[config.mk]
export PLATFORM = sky130hd
export DESIGN_NAME = apb_regfile_slave
export DESIGN_NICKNAME = d
export VERILOG_FILES = /design/src/rtl/apb_regfile_pkg.sv /design/src/rtl/apb_wait_ctr.sv /design/src/rtl/apb_regfile_slave.sv
export SDC_FILE = /design/constraint.sdc
export NUM_CORES = 1
export LEC_CHECK = 0
export ABC_AREA = 1
export CAP_MARGIN = 20
export CELL_PAD_IN_SITES_DETAIL_PLACEMENT = 0
export CELL_PAD_IN_SITES_GLOBAL_PLACEMENT = 1
export CORE_MARGIN = 2
export CORE_UTILIZATION = 30
export CTS_CLUSTER_SIZE = 8
export DETAILED_ROUTE_END_ITERATION = 8
export GPL_TIMING_DRIVEN = 0
export HOLD_SLACK_MARGIN = 0.05
export PLACE_DENSITY_LB_ADDON = 0.08
export REMOVE_ABC_BUFFERS = 1
export SLEW_MARGIN = 10
export SYNTH_ARGS = -nofsm -noshare
export SYNTH_HDL_FRONTEND = slang
export SYNTH_SLANG_ARGS = --single-unit
[constraint.sdc]
create_clock -name clk -period 1.8 [get_ports clk]
set_input_delay 0.36 -clock clk [delete_from_list [all_inputs] [get_ports clk]]
set_output_delay 0.36 -clock clk [all_outputs]
set_load 0.05 [all_outputs]
[src/rtl/apb_regfile_pkg.sv]
// ---------------------------------------------------------------------------
// apb_regfile_pkg
// Shared types and helpers for the apb_regfile_slave block.
//   state_t    : APB slave FSM state (IDLE, ACCESS)
//   calc_lsb   : number of byte-address bits below the word index
//   status_idx : word index of the read-only STATUS register
// ---------------------------------------------------------------------------
package apb_regfile_pkg;

    typedef enum logic {
        IDLE   = 1'b0,
        ACCESS = 1'b1
    } state_t;

    // Byte-offset bits inside one data word (log2 of bytes per word).
    function automatic int calc_lsb(input int data_w);
        case (data_w)
            8:       return 0;
            16:      return 1;
            32:      return 2;
            64:      return 3;
            default: return 2;
        endcase
    endfunction

    // STATUS always occupies the highest register slot.
    function automatic int status_idx(input int num_regs);
        return num_regs - 1;
    endfunction

endpackage

[src/rtl/apb_wait_ctr.sv]
// ---------------------------------------------------------------------------
// apb_wait_ctr
// Wait-state counter for the APB access phase.
//   clk   : clock, rising edge
//   rst_n : asynchronous active-low reset
//   clr   : synchronous clear (priority over en)
//   en    : count one cycle while not yet done
//   done  : counter has reached WAIT_STATES
// ---------------------------------------------------------------------------
module apb_wait_ctr #(
    parameter int WAIT_STATES = 0
) (
    input  logic clk,
    input  logic rst_n,
    input  logic clr,
    input  logic en,
    output logic done
);

    logic [3:0] cnt_reg;
    logic [3:0] cnt_next;

    assign done = (cnt_reg == 4'(WAIT_STATES));

    // Counter saturates at WAIT_STATES so done stays high until cleared.
    always_comb begin
        cnt_next = cnt_reg;
        if (clr) begin
            cnt_next = '0;
        end else if (en && !done) begin
            cnt_next = cnt_reg + 4'd1;
        end
    end

    always_ff @(posedge clk or negedge rst_n) begin
        if (!rst_n) begin
            cnt_reg <= '0;
        end else begin
            cnt_reg <= cnt_next;
        end
    end

endmodule

[src/rtl/apb_regfile_slave.sv]
// ---------------------------------------------------------------------------
// apb_regfile_slave
// Parametrised APB register file: NUM_REGS-1 read/write word registers plus
// one read-only STATUS word (highest index) that returns hw_status.
// Optional macro APB_PSTRB_EN adds the PSTRB port and byte-lane writes.
// Ports:
//   clk, PRESETn          : APB clock / asynchronous active-low reset
//   PSEL, PENABLE, PWRITE : APB control
//   PADDR, PWDATA, PSTRB  : byte address, write data, byte strobes (optional)
//   PRDATA, PREADY        : read data (zero unless a good read completes), ready
//   PSLVERR               : error (out-of-range index or write to STATUS)
//   hw_status             : value returned on STATUS reads
//   reg_q                 : flattened register contents, STATUS slot is zero
// ---------------------------------------------------------------------------
module apb_regfile_slave
    import apb_regfile_pkg::*;
#(
    parameter int                ADDR_W      = 8,
    parameter int                DATA_W      = 32,
    parameter int                NUM_REGS    = 8,
    parameter int                WAIT_STATES = 0,
    parameter logic [DATA_W-1:0] RESET_VAL   = '0
) (
    input  logic                       clk,
    input  logic                       PRESETn,
    input  logic                       PSEL,
    input  logic                       PENABLE,
    input  logic                       PWRITE,
    input  logic [ADDR_W-1:0]          PADDR,
    input  logic [DATA_W-1:0]          PWDATA,
`ifdef APB_PSTRB_EN
    input  logic [DATA_W/8-1:0]        PSTRB,
`endif
    output logic [DATA_W-1:0]          PRDATA,
    output logic                       PREADY,
    output logic                       PSLVERR,
    input  logic [DATA_W-1:0]          hw_status,
    output logic [NUM_REGS*DATA_W-1:0] reg_q
);

    localparam int LSB    = calc_lsb(DATA_W);
    localparam int IDX_W  = ADDR_W - LSB;
    localparam int STATUS = status_idx(NUM_REGS);
    localparam int NB     = DATA_W / 8;

    genvar gi;

    state_t state_reg;
    state_t state_next;

    logic [IDX_W-1:0]               idx;
    logic                           idx_oob;
    logic                           is_status;
    logic                           acc_err;
    logic                           ctr_done;
    logic                           wr_en;
    logic [DATA_W-1:0]              wr_mask;
    logic [DATA_W-1:0]              rd_val;
    logic [(NUM_REGS-1)*DATA_W-1:0] rw_flat;

    assign idx       = PADDR[ADDR_W-1:LSB];
    assign idx_oob   = (32'(idx) >= 32'(NUM_REGS));
    assign is_status = (32'(idx) == 32'(STATUS));
    assign acc_err   = idx_oob || (PWRITE && is_status);

    apb_wait_ctr #(
        .WAIT_STATES(WAIT_STATES)
    ) u_wait_ctr (
        .clk  (clk),
        .rst_n(PRESETn),
        .clr  (state_reg == IDLE),
        .en   (state_reg == ACCESS),
        .done (ctr_done)
    );

    // State register
    always_ff @(posedge clk or negedge PRESETn) begin
        if (!PRESETn) begin
            state_reg <= IDLE;
        end else begin
            state_reg <= state_next;
        end
    end

    // Next state: only a proper setup phase (PENABLE low) opens an access.
    always_comb begin
        state_next = state_reg;
        case (state_reg)
            IDLE: begin
                if (PSEL && !PENABLE) begin
                    state_next = ACCESS;
                end
            end
            ACCESS: begin
                if (!PSEL) begin
                    state_next = IDLE;
                end else if (PENABLE && ctr_done) begin
                    state_next = IDLE;
                end
            end
            default: state_next = IDLE;
        endcase
    end

    // Outputs: everything is qualified by the completion cycle.
    always_comb begin
        PREADY  = 1'b0;
        PSLVERR = 1'b0;
        PRDATA  = '0;
        wr_en   = 1'b0;
        if (state_reg == ACCESS && ctr_done) begin
            PREADY  = 1'b1;
            PSLVERR = acc_err;
            if (!PWRITE && !acc_err) begin
                PRDATA = rd_val;
            end
            wr_en = PSEL && PENABLE && PWRITE && !acc_err;
        end
    end

    // Byte-lane write mask
    generate
        for (gi = 0; gi < NB; gi++) begin : g_mask
`ifdef APB_PSTRB_EN
            assign wr_mask[gi*8 +: 8] = {8{PSTRB[gi]}};
`else
            assign wr_mask[gi*8 +: 8] = 8'hFF;
`endif
        end
    endgenerate

    // Read/write registers, one flop bank per slot
    generate
        for (gi = 0; gi < NUM_REGS - 1; gi++) begin : g_reg
            logic [DATA_W-1:0] q_reg;
            always_ff @(posedge clk or negedge PRESETn) begin
                if (!PRESETn) begin
                    q_reg <= RESET_VAL;
                end else if (wr_en && (32'(idx) == 32'(gi))) begin
                    q_reg <= (q_reg & ~wr_mask) | (PWDATA & wr_mask);
                end
            end
            assign rw_flat[gi*DATA_W +: DATA_W] = q_reg;
        end
    endgenerate

    // Read mux; out-of-range indices fall through to zero.
    always_comb begin
        rd_val = '0;
        if (is_status) begin
            rd_val = hw_status;
        end else begin
            for (int i = 0; i < NUM_REGS - 1; i++) begin
                if (32'(idx) == 32'(i)) begin
                    rd_val = rw_flat[i*DATA_W +: DATA_W];
                end
            end
        end
    end

    assign reg_q = {{DATA_W{1'b0}}, rw_flat};

endmodule

Word level (Yosys, flattened, before mapping)
Cells that the tools add are included.
{"block": "word_totals", "inputBits": 77, "word_cells": 62, "register_bits": 229, "out_inout_bits": 290}
{"block": "classes", "muxes": 19, "order_cmp": 1, "n_eq_ne": 8, "n_reduce_logical": 23, "n_bitwise": 1, "n_addsub": 1}
{"op": "two-way mux 32 bit", "n": 10}
{"op": "equality test 6 x 3 -> 1 bit (second input constant)", "n": 4}
{"op": "logical AND 1 bit", "n": 16}
{"op": "equality test 6 x 2 -> 1 bit (second input constant)", "n": 2}
{"op": "two-way mux 4 bit", "n": 2}
{"op": "equality test 6 x 1 -> 1 bit (second input constant)", "n": 1}
{"op": ">= comparator 6 x 4 -> 1 bit (second input constant)", "n": 1}
{"op": "logical NOT 6 bit", "n": 1}
{"op": "two-way mux 1 bit", "n": 6}
{"op": "adder 4 x 1 -> 4 bit (second input constant)", "n": 1}
{"op": "logical NOT 1 bit", "n": 4}
{"op": "logical NOT 4 bit", "n": 1}
{"op": "!= test 2 x 1 -> 1 bit (second input constant)", "n": 1}
{"op": "case mux 1 bit (2 select lines)", "n": 1}
{"op": "logical OR 1 bit", "n": 1}
{"op": "NOT 1 bit", "n": 1}

Longest topological paths before layout
Gate-level depths: netlist of the first run.
{"block": "logic_depth", "depth_word": 11, "mapped_depth": 12, "depth_no_buf": 11}

Cells and area by module
Synthesis of the first run repeated with hierarchy kept, for this count alone.
{"block": "unflattened", "cells_unflattened": 1374, "area_unflattened_um2": 10909.2}
{"module": "apb_regfile_slave", "cells_per_inst": 1341, "seq_area_each_um2": 5630.4, "instances": 1, "area_each_um2": 10666.5}
{"module": "apb_wait_ctr", "cells_per_inst": 33, "seq_area_each_um2": 100.1, "instances": 1, "area_each_um2": 242.7}

Worst setup path after synthesis of the first run
No wires, ideal clock.
{"block": "synth_timing", "kind": "reg-to-output", "start": "register u_wait_ctr.cnt_reg[0]", "end": "output PRDATA[0]", "required_ns": 1.440, "path_stages_with_launch": 10, "slack_ns": -0.835, "arrival_ns": 2.275, "n_path_buf": 1, "path_cell_list": "dfrtp_1 > inv_1 > ha_1 > nand2_1 > nor2_1 > nand2_1 > nor3_1 > clkbuf_1 > o21ai_0 > a21oi_1"}
{"block": "synth_via", "elab_chain_cells": 3}
{"item": "start: declaration", "line": "apb_wait_ctr.sv:20", "rtl": "logic [3:0] cnt_reg;"}
{"item": "start signal: assignment", "line": "apb_wait_ctr.sv:39", "rtl": "cnt_reg <= cnt_next;"}
{"item": "logical NOT 4 bit", "line": "apb_wait_ctr.sv:23", "rtl": "assign done = (cnt_reg == 4'(WAIT_STATES));"}
{"item": "logical AND 1 bit", "line": "apb_regfile_slave.sv:111", "rtl": "if (state_reg == ACCESS && ctr_done) begin"}
{"item": "two-way mux 32 bit", "line": "apb_regfile_slave.sv:111"}
{"item": "end: declaration", "line": "apb_regfile_slave.sv:34", "rtl": "output logic [DATA_W-1:0] PRDATA,"}
Every way passes these cells.

Final worst setup path of the first run
{"block": "layout_timing", "start": "register u_wait_ctr.cnt_reg[1]", "end": "output PRDATA[31]"}
The elaborated chain is that of the path after synthesis.

==> run metrics, run 1 <==
outcome complete, but fails checks; failing checks setup timing; CTS tree done; count of buffers inserted at the top-level ports 332; Die H 195 um; Site Rows 69; crit path max fanout 6; initial antenna violation count 3; pre-CTS WS -3.52 ns; clock latency on the worst-skew pair 0.50 ns; Layout fillers 3345; largest net degree at the start of global routing 101; final hold violation count 0; type of origin of the critical path register; via count 11831; sink count of the clock tree 229; critical path arrival 2.30 ns; worst path required time 1.44 ns; nets 1919; maximum clock path buffer count 3; Max-slew headroom 58.6%; overflow left after global routing 0; layout cell share with drive strength beyond 1 22.0%; placeable core area 35700 um2; flip-flop count of the largest register after layout 224; f_max 376 MHz; placed wire-length estimate after detailed placement 27.2 mm; die area 38000 um2; Clock Skew 0.0135 ns; synth-to-layout area growth 70.6%; Setup TNS -201.28 ns; PwrDens 637 nW/um2; FF+latch count, synth 229; RSZ-0062 raised after global routing true; die width 195 um; number of buffers created by CTS 34; wire length per cell after detailed routing 25.1 um; GPL Wtd Cong 0.758; type of element capturing the critical path output port; final number of max-transition violations 0; wire length of the first global-routing pass 75.9 mm; YS warnings 0; final worst path period share 148%; time the final worst path needs with I/O delays and setup 2.66 ns; slew at the pin closest to its max-slew limit 0.619 ns; peak per-stage delay on the critical path 0.37 ns; class of the most critical hold timing path in2async; cell mode on critical path sky130_fd_sc_hd__inv_1; H-tree levels 2; worst setup margin -0.862 ns; number of instances in the synthesized netlist 1373; routed vias/inst 5.13; first drt pass iteration count 5; io pins 367; number of nets still failing antenna checks after routing 0; sequential fraction of the synthesis area 52.5%; kind of critical path reg2out; Final Routed Wirelength 57.8 mm; number of DRC markers after the initial detailed-route iteration 825; maximum ir drop on the vdd rail 0.000470 V; final setup fails 482; GRT Total Usage 27.2%; max-cap violations 0; via count of the first global-routing pass 11099; Post-Syn Area per Cell 7.96 um2; Starting Density 30.6%; CP Cell Sequence inv_1, ha_2, nand2_2, nor2_4, nand2_4, nor3_4, buf_6, clkbuf_16, o21ai_1, inv_1, nand2_1, inv_2, buf_8; DR DRC count 0; cell at the slowest stage of the critical path sky130_fd_sc_hd__dfrtp_1; library cell used as clock root buffer sky130_fd_sc_hd__clkbuf_16; post-synthesis instance area 10900 um2; leakage power total 8.15 nW; post-synthesis cell type count 26; clock-pin slew on the worst setup and hold paths 0.05 ns
kinds of logic (layout without fill, tap and decap cells):
logic type / after synthesis / count (layout) / share of synthesized area, %
AO/OA/AOI/OAI: 299 / 299 / 13.8
other: 1 / 35 / 0.0343
XOR/XNOR: 2 / 2 / 0.160
flip-flops: 229 / 229 / 52.5
buffers and inverters: 244 / 658 / 10.1
AND/OR/NAND/NOR: 596 / 620 / 23.2
adder cells (fa/ha/maj): 2 / 2 / 0.229
cell type report:
| class | count | area, um2 | share of cell area (%) |
|---|---|---|---|
| Timing Repair Buffer | 484 | 5740 | 30.8 |
| Sequential cell | 229 | 5730 | 30.7 |
| Multi-Input combinational cell | 955 | 5150 | 27.6 |
| Clock buffer | 37 | 893 | 4.79 |
| Tap cell | 461 | 577 | 3.10 |
| Inverter | 136 | 533 | 2.86 |
| Clock inverter | 1 | 8.76 | 0.0470 |
| Antenna cell | 3 | 7.51 | 0.0403 |
layout by cell type, fill, tap and decap left out, types with 3 or more instances in the layout:
master / count
sky130_fd_sc_hd__o21ai_1: 189
sky130_fd_sc_hd__buf_16: 8
sky130_fd_sc_hd__clkdlybuf4s50_1: 291
sky130_fd_sc_hd__clkbuf_16: 45
sky130_fd_sc_hd__buf_12: 61
sky130_fd_sc_hd__o21ai_2: 65
sky130_fd_sc_hd__nand3_1: 26
sky130_fd_sc_hd__nand2_2: 28
sky130_fd_sc_hd__dfrtp_1: 229
sky130_fd_sc_hd__inv_1: 122
sky130_fd_sc_hd__buf_4: 53
sky130_fd_sc_hd__conb_1: 32
sky130_fd_sc_hd__buf_2: 3
sky130_fd_sc_hd__buf_6: 40
sky130_fd_sc_hd__nand2_4: 14
sky130_fd_sc_hd__or2_2: 3
sky130_fd_sc_hd__nor2_1: 84
sky130_fd_sc_hd__nand4_1: 47
sky130_fd_sc_hd__nand3_4: 30
sky130_fd_sc_hd__buf_8: 13
sky130_fd_sc_hd__diode_2: 3
sky130_fd_sc_hd__inv_2: 10
sky130_fd_sc_hd__a21oi_2: 3
sky130_fd_sc_hd__o21ai_0: 5
sky130_fd_sc_hd__nor2_4: 15
sky130_fd_sc_hd__nand2_1: 369
sky130_fd_sc_hd__a21oi_1: 35
metrics by stage:
stage	area [um2]	utilization (%)	power (mW)	cells	hold slack, ns
after floorplan	10400	-	5.60	1296	0.0644
after global routing	18600	52.1	12.2	2304	0.453
after global placement	14300	40.1	6.00	2089	0.495
after detailed placement	14700	41.1	6.02	2103	0.338
after CTS	17000	47.7	11.9	2238	0.403
final	18600	52.1	11.9	2306	0.394
routing by layer:
| metal | wire length (um) | track usage (%) | share of wire, % |
|---|---|---|---|
| met5 | 13 | 0 | 0.022 |
| met3 | 4120 | 5.54 | 7.1 |
| met2 | 27300 | 43.8 | 47 |
| met1 | 24700 | 36.5 | 43 |
| met4 | 1700 | 8.96 | 2.9 |
Yosys cell counts, drive strengths merged:
cell type	n	share of area, %
nand2	412	14
o21ai	259	12
dfrtp	229	52
inv	136	4.7
nor2	98	3.7
buf	88	4.7
nand4	47	2.7
a21oi	39	1.9
nand3	35	2.4
clkbuf	20	0.69
or2	3	0.17
ha	2	0.23
a21boi	1	0.069
conb	1	0.034
nor3	1	0.046
xnor2	1	0.080
xor2	1	0.080
critical path, delay by kind of cell (launching register included):
| family | cells | cell delay [ns] |
|---|---|---|
| fa+ha+maj | 1 | 0.17 |
| compound gates | 1 | 0.06 |
| simple gates | 5 | 0.47 |
| buf+inv | 6 | 0.71 |
| flops | 1 | 0.37 |
final timing paths:
path,start,endpoint,slack (ns),cells after the start
max in group asynchronous,PRESETn,g_reg[6].q_reg[31],0.16,4
hold / removal,PRESETn,g_reg[5].q_reg[10],0.39,2
min in group clk,PSEL,state_reg,0.48,2
setup / recovery,u_wait_ctr.cnt_reg[1],PRDATA[31],-0.86,13
hold reg to reg,g_reg[4].q_reg[30],g_reg[4].q_reg[30],0.51,2
setup reg to reg,u_wait_ctr.cnt_reg[1],g_reg[5].q_reg[26],-0.68,18
report_power, final:
| part | leakage [nW] | switching, mW | internal (mW) |
|---|---|---|---|
| Combinational | 4.50 | 0.637 | 0.300 |
| Sequential | 3.20 | 0.0132 | 5.17 |
| Clock | 0.444 | 2.29 | 3.46 |
| Total | 8.15 | 2.94 | 8.93 |
repair_timing:
item,4_1_cts,5_1_grt
resized for setup,335,177
pin swaps,41,14
setup endpoints to repair,482,581
endpoints found under the hold margin,63,0
buffers inserted,79,49
hold buffers,1,0
cloned,17,18
(Power assumes the default switching activity.)
==> inputs of run 2 (changes only) <==
--- a/config.mk
+++ b/config.mk
@@ -10,7 +10,7 @@
 export CELL_PAD_IN_SITES_DETAIL_PLACEMENT = 0
 export CELL_PAD_IN_SITES_GLOBAL_PLACEMENT = 1
 export CORE_MARGIN = 2
-export CORE_UTILIZATION = 30
+export CORE_UTILIZATION = 36
 export CTS_CLUSTER_SIZE = 8
 export DETAILED_ROUTE_END_ITERATION = 8
 export GPL_TIMING_DRIVEN = 0
@@ -21,3 +21,4 @@
 export SYNTH_ARGS = -nofsm -noshare
 export SYNTH_HDL_FRONTEND = slang
 export SYNTH_SLANG_ARGS = --single-unit
+export TNS_END_PERCENT = 1
==> constraint.sdc (replaced) <==
create_clock -name clk -period 3.1 [get_ports clk]
set_input_delay 0.62 -clock clk [delete_from_list [all_inputs] [get_ports clk]]
set_output_delay 0.62 -clock clk [all_outputs]
set_load 0.05 [all_outputs]
==> run metrics, run 2 (same netlist as run 1, synthesis figures left out) <==
clock latency on the worst-skew pair 0.50 ns (about the same); clock-pin slew on the worst setup and hold paths 0.05 ns (about the same); end of the worst register-to-register path g_reg[3].q_reg[1]; via count of the first global-routing pass 9885 (-11%); sink count of the clock tree 229 (unchanged); GPL Wtd Cong 0.771 (+1.8%); Die H 178 um (-8.5%); cell at the slowest stage of the critical path sky130_fd_sc_hd__nor2_4; maximum clock path buffer count 3 (unchanged); placeable core area 29800 um2 (-17%); initial antenna violation count 2 (-1); placed wire-length estimate after detailed placement 25.3 mm (-7.1%); DP Area 14500 um2 (-0.98%); Clock Skew 0.0132 ns (-0.000265 ns); wire length per cell after detailed routing 19.7 um (-22%); crit path max fanout 6 (unchanged); area taken by multi-input logic gates 4350 um2 (-16%); io pins 367 (unchanged); final worst path period share 95.3%; peak per-stage delay on the critical path 0.23 ns (-0.14 ns); overflow left after global routing 0 (unchanged); first drt pass iteration count 5 (unchanged); number of buffers created by CTS 34 (unchanged); length in cells of the worst reg-to-reg path 10 (-8); Final Instance Area 15900 um2 (-14%); routed vias/inst 4.93 (-4.0%); leakage power total 7.13 nW (-12%); largest net degree at the start of global routing 85 (-16%); via count 10420 (-12%); worst path required time 2.48 ns (+1.04 ns); slew at the pin closest to its max-slew limit 0.944 ns (+0.326 ns); library cell used as clock root buffer sky130_fd_sc_hd__clkbuf_16; number of non-filler instances in the completed layout 2115 (-8.3%); RSZ-0062 raised after global routing true; sequential standard cell area 5730 um2 (unchanged); CP Cell Sequence clkbuf_2, nor2_4, buf_6, nand2_4, nor2_4, buf_12, buf_12, buf_4, nand2_1, nand4_1, nand2_1, inv_1, buf_4; nets 1801 (-6.1%); critical path arrival 2.33 ns (+0.03 ns); type of origin of the critical path input pin; layout cell share with drive strength beyond 1 9.86% (-12 points); die area 31800 um2 (-16%); maximum ir drop on the vdd rail 0.000349 V (-26%); number of nets still failing antenna checks after routing 0 (unchanged); most common cell after layout, fill and taps aside sky130_fd_sc_hd__nand2_1; final setup fails 0 (-100%); H-tree levels 2 (unchanged); DR DRC count 0 (unchanged); outcome complete, no violations; final number of max-transition violations 0 (unchanged); GRT Total Usage 26.0% (-1.1 points); count of buffers inserted at the top-level ports 332 (unchanged); flip-flop count of the largest register after layout 224 (unchanged); Site Rows 63 (-8.7%); timing startpoint of the critical path PADDR[7]; Final Routed Wirelength 41.6 mm (-28%); Layout fillers 2851 (-15%); Max-slew headroom 37.0% (-22 points); launch point of the worst reg-to-reg path u_wait_ctr.cnt_reg[1]; cell total after placement 2030 (-3.5%); commonest non-fill, non-tap cells in the layout sky130_fd_sc_hd__nand2_1 (407), sky130_fd_sc_hd__clkdlybuf4s50_1 (292), sky130_fd_sc_hd__dfrtp_1 (229); Starting Density 36.7% (+6.1 points); worst reg2reg setup slack 0.35 ns (+1.03 ns); final hold violation count 0 (unchanged); CTS tree done; die width 178 um (-8.5%); PwrDens 425 nW/um2 (-33%); number of DRC markers after the initial detailed-route iteration 722 (-12%); class of the most critical hold timing path in2async; type of element capturing the critical path output port; synth-to-layout area growth 45.9%; max-cap violations 0 (unchanged); time the final worst path needs with I/O delays and setup 2.95 ns; kind of critical path in2out; wire length of the first global-routing pass 61.5 mm (-19%); f_max 339 MHz
-- run 2: changes by cell type in the layout (fill, tap and decap cells not counted), sizes merged, moves of 2 or more --
cell,before,now
nand3,56,35
clkdlybuf4s15,3,1
buf,178,84
diode,3,1
-- run 2: worst max-delay path by stage --
| stage | to | slack [ns] | cells after the start |
|---|---|---|---|
| finish | PRDATA[9] | 0.15 | 13 |
| global route | PRDATA[13] | -0.06 | 13 |
| CTS | PRDATA[24] | 0.0008 | 13 |
| detailed placement | PRDATA[16] | -2.60 | 10 |
| global placement | g_reg[2].q_reg[2] | -8.86 | 1 |
| floorplan | PRDATA[0] | -1.12 | 5 |
-- run 2: layout make-up --
type	instances	area share [%]
inverters	136	3.34
multi-input cells	934	27.3
clock buffers	37	5.60
flip-flops and latches	229	35.9
repair buffers	386	24.7
clock inverters	1	0.0549
well taps	390	3.06
diodes	1	0.0157
repair inverters	1	0.0471
-- run 2: power by group --
group          switching (mW)  internal (mW)  total (mW)
combinational           0.324          0.143       0.467
sequential            0.00669           3.00        3.01
clock                    1.29           2.01        3.29
-- run 2: through the flow --
stage                     TNS (ns)  worst slack (ns)  util, %  power, mW  hold slack, ns
final                            0             0.147     53.5       6.77          0.0535
after global routing        -0.829           -0.0616     53.5       6.99          0.0898
after CTS                        0          0.000774     53.1       6.84          0.0742
after detailed placement   -392.33             -2.60     48.8       3.49           0.499
after global placement    -2727.48             -8.86     47.9       3.48           0.495
after floorplan             -31.12             -1.12        -       3.25           0.324
-- run 2: critical path, delay by kind of cell --
family | cells | cell delay, ns
buffers and inverters | 7 | 0.93
AND/OR/NAND/NOR | 6 | 0.78
-- run 2: timing repair --
| item | CTS | global route |
|---|---|---|
| gates cloned | 4 | 0 |
| buffers inserted | 37 | 6 |
| setup endpoints to repair | 257 | 34 |
| gates resized for setup | 218 | 54 |
| hold buffers | 0 | 0 |
| pin swaps | 13 | 7 |
-- run 2: per-layer routing --
layer / global-route usage, % / share of wire (%) / routed length, um / up-vias
li1: - / - / - / 5044
met1: 34.3 / 43 / 17900 / 4974
met2: 42.4 / 47 / 19300 / 337
met3: 6.71 / 7.9 / 3290 / 63
met4: 7.38 / 2.4 / 1010 / 2
met5: 0 / 0.026 / 11 / -
==> inputs of run 3 (changes only) <==
--- a/config.mk
+++ b/config.mk
@@ -9,12 +9,10 @@
 export CAP_MARGIN = 20
 export CELL_PAD_IN_SITES_DETAIL_PLACEMENT = 0
 export CELL_PAD_IN_SITES_GLOBAL_PLACEMENT = 1
-export CORE_MARGIN = 2
 export CORE_UTILIZATION = 36
 export CTS_CLUSTER_SIZE = 8
 export DETAILED_ROUTE_END_ITERATION = 8
 export GPL_TIMING_DRIVEN = 0
-export HOLD_SLACK_MARGIN = 0.05
 export PLACE_DENSITY_LB_ADDON = 0.08
 export REMOVE_ABC_BUFFERS = 1
 export SLEW_MARGIN = 10
==> constraint.sdc (replaced) <==
create_clock -name clk -period 3.7 [get_ports clk]
set_input_delay 0.74 -clock clk [delete_from_list [all_inputs] [get_ports clk]]
set_output_delay 0.74 -clock clk [all_outputs]
set_load 0.05 [all_outputs]
==> run metrics, run 3 (same netlist as run 1, synthesis figures left out) <==
crit path max fanout 17 (+11); worst hold slack after final layout 0.173 ns (+0.119 ns); Final Routed Wirelength 41.2 mm (-0.81%); via count 10370 (-0.48%); most common cell after layout, fill and taps aside sky130_fd_sc_hd__nand2_1; timing startpoint of the critical path PADDR[6]; final worst path period share 99.3%; launch point of the worst reg-to-reg path u_wait_ctr.cnt_reg[0]; pre-CTS WS -2.24 ns (+0.356 ns); final hold violation count 0 (unchanged); Setup TNS 0 ns (unchanged); Clock Skew 0.00932 ns (-0.00389 ns); CTS tree done; nets 1794 (-0.39%); library cell used as clock root buffer sky130_fd_sc_hd__clkbuf_16; uppermost layer routed met4; number of nets still failing antenna checks after routing 0 (unchanged); PwrDens 358 nW/um2 (-16%); Layout fillers 2844 (-0.25%); kind of critical path in2out; routed vias/inst 4.91 (-0.24%); wire length per cell after detailed routing 19.5 um (-0.57%); number of buffers created by CTS 34 (unchanged); layout cell share with drive strength beyond 1 9.03% (-0.83 points); DR DRC count 0 (unchanged); largest net degree at the start of global routing 107 (+26%); slew at the pin closest to its max-slew limit 0.953 ns (+0.00890 ns); io pins 367 (unchanged); initial antenna violation count 3 (+1); maximum ir drop on the vdd rail 0.000420 V (+20%); sink count of the clock tree 229 (unchanged); final setup fails 0 (unchanged); wire length on met1 17.5 mm (-2.1%); wire length of the first global-routing pass 61.7 mm (+0.31%); GRT Total Usage 26.8% (+0.73 points); Die H 176 um (-1.1%); sequential standard cell area 5730 um2 (unchanged); routed length on met3 3.30 mm (+0.30%); area taken by multi-input logic gates 4320 um2 (-0.58%); f_max 272 MHz; synth-to-layout area growth 44.4%; count of buffers inserted at the top-level ports 332 (unchanged); H-tree levels 2 (unchanged); type of origin of the critical path input pin; RSZ-0062 raised after global routing true; placed wire-length estimate after detailed placement 25.1 mm (-0.61%); share of the core filled with cells in the final layout 53.1% (-0.42 points); first drt pass iteration count 5 (unchanged); Starting Density 36.8% (+0.097 points); die area 31000 um2 (-2.2%); clock latency on the worst-skew pair 0.49 ns (about the same); GPL Wtd Cong 0.788 (+2.2%); worst path required time 2.96 ns (+0.48 ns); max-cap violations 0 (unchanged); via count of the first global-routing pass 9846 (-0.39%); leakage power total 7.07 nW (-0.94%); number of DRC markers after the initial detailed-route iteration 806 (+12%); # hold bufs at CTS 0 (unchanged); die width 176 um (-1.1%); type of element capturing the critical path output port; commonest non-fill, non-tap cells in the layout sky130_fd_sc_hd__nand2_1 (409), sky130_fd_sc_hd__clkdlybuf4s50_1 (294), sky130_fd_sc_hd__dfrtp_1 (229); worst reg2reg setup slack 0.99 ns (+0.64 ns); overflow left after global routing 0 (unchanged); placeable core area 29700 um2 (-0.26%); critical path arrival 2.93 ns (+0.60 ns); flip-flop count of the largest register after layout 224 (unchanged); worst setup margin 0.0257 ns (-0.121 ns); met2 wire length 19.2 mm (-0.91%); Max-slew headroom 36.4% (-0.59 points); clock-pin slew on the worst setup and hold paths 0.05 ns (about the same); maximum clock path buffer count 3 (unchanged); time the final worst path needs with I/O delays and setup 3.67 ns; class of the most critical hold timing path in2async; Site Rows 63 (unchanged); final number of max-transition violations 0 (unchanged); outcome complete, no violations
[run 3: area by class of cell]
cell class | instances | share of cell area [%]
antenna | 3 | 0.0476
clock buffer | 37 | 5.66
clock inverter | 1 | 0.0555
inverter | 136 | 3.36
multi-input combinational | 934 | 27.4
sequential | 229 | 36.3
tap | 390 | 3.09
timing repair buffer | 379 | 24.0
timing repair inverter | 1 | 0.0476
[run 3: routing by layer]
layer | vias to the layer above | global-route usage [%]
met5 | - | 0
met4 | 0 | 8.62
met3 | 67 | 6.96
met2 | 390 | 43.1
met1 | 4881 | 35.0
li1 | 5032 | -
[run 3: repair_timing]
action / in CTS / in global routing
pin swaps: 12 / 4
endpoints found under the setup margin: 257 / 33
gates resized for setup: 184 / 26
gates cloned: 4 / 0
setup buffers: 29 / 5
[run 3: critical path, cell delays in order]
cell and delay, ns:
sky130_fd_sc_hd__clkdlybuf4s50_1 0.50, sky130_fd_sc_hd__nor2_4 0.25, sky130_fd_sc_hd__nand2_2 0.24, sky130_fd_sc_hd__nor2_4 0.24, sky130_fd_sc_hd__buf_16 0.18, sky130_fd_sc_hd__buf_16 0.17, sky130_fd_sc_hd__nor2_1 0.06, sky130_fd_sc_hd__nand4_1 0.08
sky130_fd_sc_hd__nand2_1 0.08, sky130_fd_sc_hd__a21oi_1 0.13, sky130_fd_sc_hd__clkbuf_4 0.24
[run 3: final timing paths]
| kind | to | cells past startpoint |
|---|---|---|
| max in group asynchronous | g_reg[0].q_reg[5] | 2 |
| max reg2reg | g_reg[2].q_reg[4] | 8 |
| min reg2reg | g_reg[6].q_reg[19] | 2 |
| min in group clk | g_reg[6].q_reg[19] | 2 |
| max | PRDATA[20] | 11 |
| min | g_reg[6].q_reg[8] | 1 |
[run 3: through the flow]
stage               total power [mW]  instance area (um2)  std cells
floorplan                       2.72                10400       1296
global placement                2.91                14300       2018
detailed placement              2.92                14600       2031
CTS                             5.70                15700       2102
global route                    5.84                15800       2109
finish                          5.64                15800       2110
[run 3: power by group]
group / leakage, nW / switching (mW) / total [mW] / internal [mW]
logic: 3.42 / 0.269 / 0.387 / 0.118
registers: 3.20 / 0.00554 / 2.52 / 2.52
clock network: 0.444 / 1.05 / 2.73 / 1.68
